<file path="src/rtl/mem_io_bridge.sv">
// mem_io_bridge: splits the processor memory port between a synchronous RAM
// and a 16-word memory-mapped I/O page. The page holds an output register, a
// synchronised switch input, a cycle counter and a FIFO-fed 8N1 serial
// transmitter.
// Optional feature: define TX_PARITY_EN to add an even-parity bit (11-bit frame).
module mem_io_bridge #(
   parameter logic [11:0] IO_BASE      = 12'hFF0,
   parameter int          FIFO_DEPTH   = 8,
   parameter int          CLKS_PER_BIT = 16
) (
   input  logic        clock,
   input  logic        reset,
   input  logic [11:0] m_addr,
   input  logic        m_rw,
   input  logic [15:0] m_data,
   output logic [15:0] m_q,
   output logic [11:0] ram_addr,
   output logic [15:0] ram_data,
   output logic        ram_wren,
   input  logic [15:0] ram_q,
   input  logic [15:0] in_port,
   output logic [15:0] out_port,
   output logic        tx,
   output logic        tx_busy
);
   localparam int PW = (FIFO_DEPTH > 1) ? $clog2(FIFO_DEPTH) : 1;
   localparam int BW = (CLKS_PER_BIT > 1) ? $clog2(CLKS_PER_BIT) : 1;
   localparam logic [3:0]    DEPTH     = 4'(FIFO_DEPTH);
   localparam logic [BW-1:0] BAUD_LAST = BW'(CLKS_PER_BIT - 1);

`ifdef TX_PARITY_EN
   typedef enum logic [2:0] {S_IDLE, S_START, S_DATA, S_PARITY, S_STOP} tx_state_t;
`else
   typedef enum logic [1:0] {S_IDLE, S_START, S_DATA, S_STOP} tx_state_t;
`endif

   logic          ram_sel, io_sel, m_rw_q, wr_stb, io_wr;
   logic [11:0]   io_off;
   logic          wr_out, wr_txd, wr_cyc, wr_ctrl;
   logic [15:0]   in_s1, in_s2, cycle, status, io_rdata, io_rdata_q;
   logic          io_sel_q;
   logic [7:0]    fifo_mem [FIFO_DEPTH];
   logic [PW-1:0] wr_ptr, rd_ptr;
   logic [3:0]    count;
   logic          overflow, empty, full, flush, push_ok, pop;
   tx_state_t     state, state_n;
   logic [BW-1:0] baud_cnt;
   logic [2:0]    bit_cnt;
   logic          bit_end;
   logic [7:0]    shift;
`ifdef TX_PARITY_EN
   logic          parity;
`endif

   assign ram_sel  = (m_addr < IO_BASE);
   assign io_sel   = ~ram_sel;
   assign io_off   = m_addr - IO_BASE;
   assign ram_addr = m_addr;
   assign ram_data = m_data;
   assign ram_wren = m_rw & ram_sel;

   // A store held over several clocks commits only on its first clock.
   assign wr_stb  = m_rw & ~m_rw_q;
   assign io_wr   = wr_stb & io_sel;
   assign wr_out  = io_wr & (io_off == 12'd0);
   assign wr_txd  = io_wr & (io_off == 12'd2);
   assign wr_cyc  = io_wr & (io_off == 12'd3);
   assign wr_ctrl = io_wr & (io_off == 12'd4);

   assign empty   = (count == 4'd0);
   assign full    = (count == DEPTH);
   assign flush   = wr_ctrl & m_data[1];
   assign push_ok = wr_txd & ~full & ~flush;
   assign pop     = (state == S_IDLE) & ~empty;
   assign tx_busy = (state != S_IDLE) | ~empty;
   assign bit_end = (baud_cnt == BAUD_LAST);
   assign status  = {overflow, tx_busy, full, empty, 8'h00, count};

   // Store edge detect, output register and free-running cycle counter
   always_ff @(posedge clock or negedge reset) begin
      if (!reset) begin
         m_rw_q   <= 1'b0;
         out_port <= 16'h0000;
         cycle    <= 16'h0000;
      end else begin
         m_rw_q <= m_rw;
         if (wr_out) out_port <= m_data;
         cycle <= wr_cyc ? 16'h0000 : cycle + 16'd1;
      end
   end

   // Two-flop synchroniser for the asynchronous switch inputs
   always_ff @(posedge clock) begin
      in_s1 <= in_port;
      in_s2 <= in_s1;
   end

   // I/O read mux; unmapped offsets and write-only registers read as zero
   always_comb begin
      io_rdata = 16'h0000;
      if (io_sel) begin
         case (io_off)
            12'd0:   io_rdata = out_port;
            12'd1:   io_rdata = in_s2;
            12'd2:   io_rdata = status;
            12'd3:   io_rdata = cycle;
            default: io_rdata = 16'h0000;
         endcase
      end
   end

   // Read-path select, one clock behind the address to line up with the RAM
   always_ff @(posedge clock or negedge reset) begin
      if (!reset) io_sel_q <= 1'b0;
      else        io_sel_q <= io_sel;
   end

   // Read-path data, captured every clock
   always_ff @(posedge clock) begin
      io_rdata_q <= io_rdata;
   end

   assign m_q = io_sel_q ? io_rdata_q : ram_q;

   // FIFO pointers, occupancy and sticky overflow; a full push is judged before any pop
   always_ff @(posedge clock or negedge reset) begin
      if (!reset) begin
         wr_ptr   <= '0;
         rd_ptr   <= '0;
         count    <= 4'd0;
         overflow <= 1'b0;
      end else begin
         if (flush) begin
            rd_ptr <= wr_ptr;
            count  <= 4'd0;
         end else begin
            if (push_ok) wr_ptr <= wr_ptr + PW'(1);
            if (pop)     rd_ptr <= rd_ptr + PW'(1);
            count <= count + {3'b000, push_ok} - {3'b000, pop};
         end
         if (wr_ctrl & m_data[0])          overflow <= 1'b0;
         else if (wr_txd & full & ~flush)  overflow <= 1'b1;
      end
   end

   // FIFO storage
   always_ff @(posedge clock) begin
      if (push_ok) fifo_mem[wr_ptr] <= m_data[7:0];
   end

   // TX state register
   always_ff @(posedge clock or negedge reset) begin
      if (!reset) state <= S_IDLE;
      else        state <= state_n;
   end

   // TX next state and line drive
   always_comb begin
      state_n = state;
      tx      = 1'b1;
      case (state)
         S_IDLE:  if (!empty) state_n = S_START;
         S_START: begin
            tx = 1'b0;
            if (bit_end) state_n = S_DATA;
         end
         S_DATA: begin
            tx = shift[0];
`ifdef TX_PARITY_EN
            if (bit_end && bit_cnt == 3'd7) state_n = S_PARITY;
`else
            if (bit_end && bit_cnt == 3'd7) state_n = S_STOP;
`endif
         end
`ifdef TX_PARITY_EN
         S_PARITY: begin
            tx = parity;
            if (bit_end) state_n = S_STOP;
         end
`endif
         S_STOP:  if (bit_end) state_n = S_IDLE;
         default: state_n = S_IDLE;
      endcase
   end

   // Baud and bit counters; both held at zero while idle
   always_ff @(posedge clock or negedge reset) begin
      if (!reset) begin
         baud_cnt <= '0;
         bit_cnt  <= 3'd0;
      end else if (state == S_IDLE) begin
         baud_cnt <= '0;
         bit_cnt  <= 3'd0;
      end else if (bit_end) begin
         baud_cnt <= '0;
         if (state == S_DATA) bit_cnt <= bit_cnt + 3'd1;
      end else begin
         baud_cnt <= baud_cnt + BW'(1);
      end
   end

   // Frame shift register, loaded on pop and shifted LSB first
   always_ff @(posedge clock) begin
      if (pop)                          shift <= fifo_mem[rd_ptr];
      else if (state == S_DATA && bit_end) shift <= {1'b0, shift[7:1]};
   end

`ifdef TX_PARITY_EN
   // Even parity of the byte being sent, captured with the pop
   always_ff @(posedge clock) begin
      if (pop) parity <= ^fifo_mem[rd_ptr];
   end
`endif

endmodule

</file>
<file path="config.mk">
export PLATFORM = sky130hd
export DESIGN_NAME = mem_io_bridge
export DESIGN_NICKNAME = d
export VERILOG_FILES = /design/src/rtl/mem_io_bridge.sv
export SDC_FILE = /design/constraint.sdc
export NUM_CORES = 1
export LEC_CHECK = 0
export ABC_AREA = 1
export BUFFER_PORTS_ARGS = -buffer_cell sky130_fd_sc_hd__buf_2
export CORE_MARGIN = 2
export CORE_UTILIZATION = 40
export CTS_CLUSTER_DIAMETER = 100
export DETAILED_ROUTE_END_ITERATION = 12
export GPL_TIMING_DRIVEN = 0
export SLEW_MARGIN = 20
export SYNTH_ARGS = -nofsm -noshare
export SYNTH_HDL_FRONTEND = slang
export SYNTH_SLANG_ARGS = --single-unit
</file>
<file path="constraint.sdc">
create_clock -name clock -period 2.61 [get_ports clock]
set_clock_uncertainty 0.15 [all_clocks]
set_input_delay 0.261 -clock clock [delete_from_list [all_inputs] [get_ports clock]]
set_output_delay 0.261 -clock clock [all_outputs]
set_load 0.02 [all_outputs]
</file>
==> metrics <==
Ys Warns=0; HP Class=primary input to register; synth top area cells=edfxtp_1 (28%), dfrtp_1 (17%), dfxtp_1 (12%); clock latency on the worst-skew pair=0.43 ns; ys async rst share=0.310; worst slew pin tran=0.927 ns; Max IR drop VDD=0.477 mV; vias in the first global route=5619; via count=5809; Multi-input gate area=2600 µm²; pre-CTS setup slack=-0.380 ns; Core Region=18900 µm²; Clock power frac=0.457; via-per-instance ratio=4.68; RSZ-0062 raised after global routing=false; antenna violations before repair=0; final instance area=9710 µm²; Comb power frac=0.051; crit end category=register; CTS Buffer Depth=2; Vert. Die Dim=143 µm; CP max-delay cell=fa_2; Crit path max-delay family=adder cells; io pins=126; Clock Pin Slew Worst Setup and Hold Paths=0.07 ns; critical path required time=2.82 ns; nets=1049; sequential share of power=0.492; endpoints failing hold=0; fraction of layout cells with a size suffix above 1=0.265; Psw=0.00129 W; Setup crit start kind=register; sequential share of the synthesized area=0.575; WP data arrival=2.63 ns; Tot GR Track Use=0.189; final period utilization=0.929; Syn Area/Cell=9.82 µm²; fill cell count=1760; CTS root buf=clkbuf_16; library cells used by synthesis=44; outcome=completed; DRT Pass-1 Iters=5; syn_nets=872; antenna viol nets, final=0; maxcap violations=0; drt drc=0; f_max=0.413 GHz; Final WS setup=0.186 ns; PD cells=601 nW/µm²; worst-path cell chain=inv_2, ha_1, nor3b_4, nor2_4, buf_8, ha_1, inv_1, ha_2, fa_2, inv_1, nor2_1; crit path buf inv count=4; Synth area leader=edfxtp_1; # rows=50; minimum clock period=2.42 ns; Top FF cell, synth=edfxtp_1; DP Area=8730 µm²; Pleak=4.55 nW; crit path kind=register to register; share of Yosys cell area claimed by the top area cell type=0.278; initial core utilization=0.412; sw frac=0.221; Cells after Synth=792; I/O Buffers=125; fin. max-slew vios=0; HPWL reported at the end of detailed placement=13100 µm; mapped cell area=7780 µm²; global route overflow=0; wire length per cell=15.0 µm; CP max FO=4; Post-synth EDFFs=72; most frequent cells in the layout=buf_2 (129), nand2_1 (124), inv_1 (95), nor2_1 (89), nand3_1 (75); drt total wl=18600 µm; internal power=0.00455 W; Yosys reg bits=174; leading cell type in the layout, fill and taps excluded=buf_2; worst rel slew slack=0.380; final setup fails=0; Die W=143 µm; first-pass GRT wire length=29400 µm; Util after Layout=0.514; 1st-iter DRT viols=408; area grow syn2layout=24.9%; largest net degree at the start of global routing=55; slowest stage delay, CP=0.52 ns; TritonCTS buffer count=17; routability cong.=0.830; setup total negative slack=0 ns; die area=20600 µm²; # diodes=0; WHS=0.0335 ns; Clock Sinks=174; register area=4470 µm²; CTS tree=built; number of H-tree levels=4
==> repair_timing <==
| item | CTS | global route |
|---|---|---|
| pin swaps | 0 | 3 |
| setup buffers | 0 | 7 |
| endpoints found under the hold margin | 79 | 0 |
| hold buffers | 26 | 0 |
| endpoints found under the setup margin | 13 | 35 |
| gates resized for setup | 7 | 8 |
| gates cloned | 0 | 0 |
==> flip-flops by register name (all words and copies together), names as in the netlist <==
register and count:
in_s1 16, wr_ptr 3, bit_cnt 3, baud_cnt 4, state 2, count 4, cycle 16, io_sel_q 1
rd_ptr 3, shift 8, in_s2 16, io_rdata_q 16, overflow 1, out_port 16, m_rw_q 1, fifo_mem 64
==> cell families after synthesis <==
logic type,share of synthesized area
AOI/OAI and AO/OA,0.0595
xor gates and xnor gates,0.0135
adders and majority gates,0.0283
buffers and inverters,0.0936
DFF,0.575
muxes,0.0245
and+or+nand+nor,0.205
==> worst paths after layout <==
path                            from              to  slack [ns]  cells after the start
min in group asynchronous      reset       cycle[12]        0.30                      2
hold / removal             m_data[7]  fifo_mem[4][7]        0.03                      1
setup reg to reg            count[2]        count[1]        0.19                     11
setup / recovery            count[2]        count[1]        0.19                     11
hold reg to reg             in_s1[3]        in_s2[3]        0.17                      0
max in group asynchronous      reset    out_port[10]        1.53                      2
==> cell usage after synthesis, types with 2 or more instances <==
| cell type | count |
|---|---|
| buf_6 | 3 |
| edfxtp_1 | 72 |
| nor2_2 | 5 |
| or2_2 | 3 |
| nor2_1 | 90 |
| dfxtp_1 | 48 |
| ha_1 | 16 |
| inv_1 | 95 |
| nand2_1 | 125 |
| dfrtp_1 | 54 |
| mux2_2 | 16 |
| nand4_1 | 7 |
| nor3_1 | 5 |
| o21ai_1 | 16 |
| nand2_4 | 3 |
| nor3_2 | 2 |
| clkbuf_1 | 15 |
| a21oi_1 | 4 |
| nor2_8 | 3 |
| nand3_2 | 8 |
| o21ai_0 | 44 |
| buf_4 | 31 |
| o211ai_1 | 14 |
| xor2_1 | 11 |
| nand3_1 | 75 |
| buf_2 | 4 |
| nand2_2 | 6 |
==> power by group through the flow <==
stage / Sequential [W] / Combinational (W) / Clock, W
6_report: 0.00287 / 0.000298 / 0.00267
3_3_place_gp: 0.00293 / 0.000267 / 0
2_1_floorplan: 0.00293 / 0.000135 / 0
5_1_grt: 0.00288 / 0.000326 / 0.00282
4_1_cts: 0.00287 / 0.000301 / 0.00270
3_5_place_dp: 0.00293 / 0.000269 / 0
==> stage by stage <==
stage	power, W	instances
floorplan	0.00307	792
global route	0.00603	1242
detailed placement	0.00320	1177
global placement	0.00320	1177
CTS	0.00587	1235
finish	0.00584	1242
==> layout make-up <==
| class | instances | share of cell area |
|---|---|---|
| plain buffers | 55 | 0.0385 |
| clock buffers | 20 | 0.0493 |
| clock inverters | 12 | 0.0153 |
| inverters | 97 | 0.0377 |
| multi-input cells | 466 | 0.268 |
| flip-flops and latches | 174 | 0.461 |
| well taps | 260 | 0.0335 |
| repair buffers | 158 | 0.0969 |
==> layer usage <==
layer,share of wire,track usage,vias up
met3,0.047,0.0400,18
met4,0.010,0.0516,0
met1,0.46,0.244,2723
met5,0,0,-
li1,-,-,2925
met2,0.49,0.323,143
No activity file was read; power rests on OpenSTA's default activity.
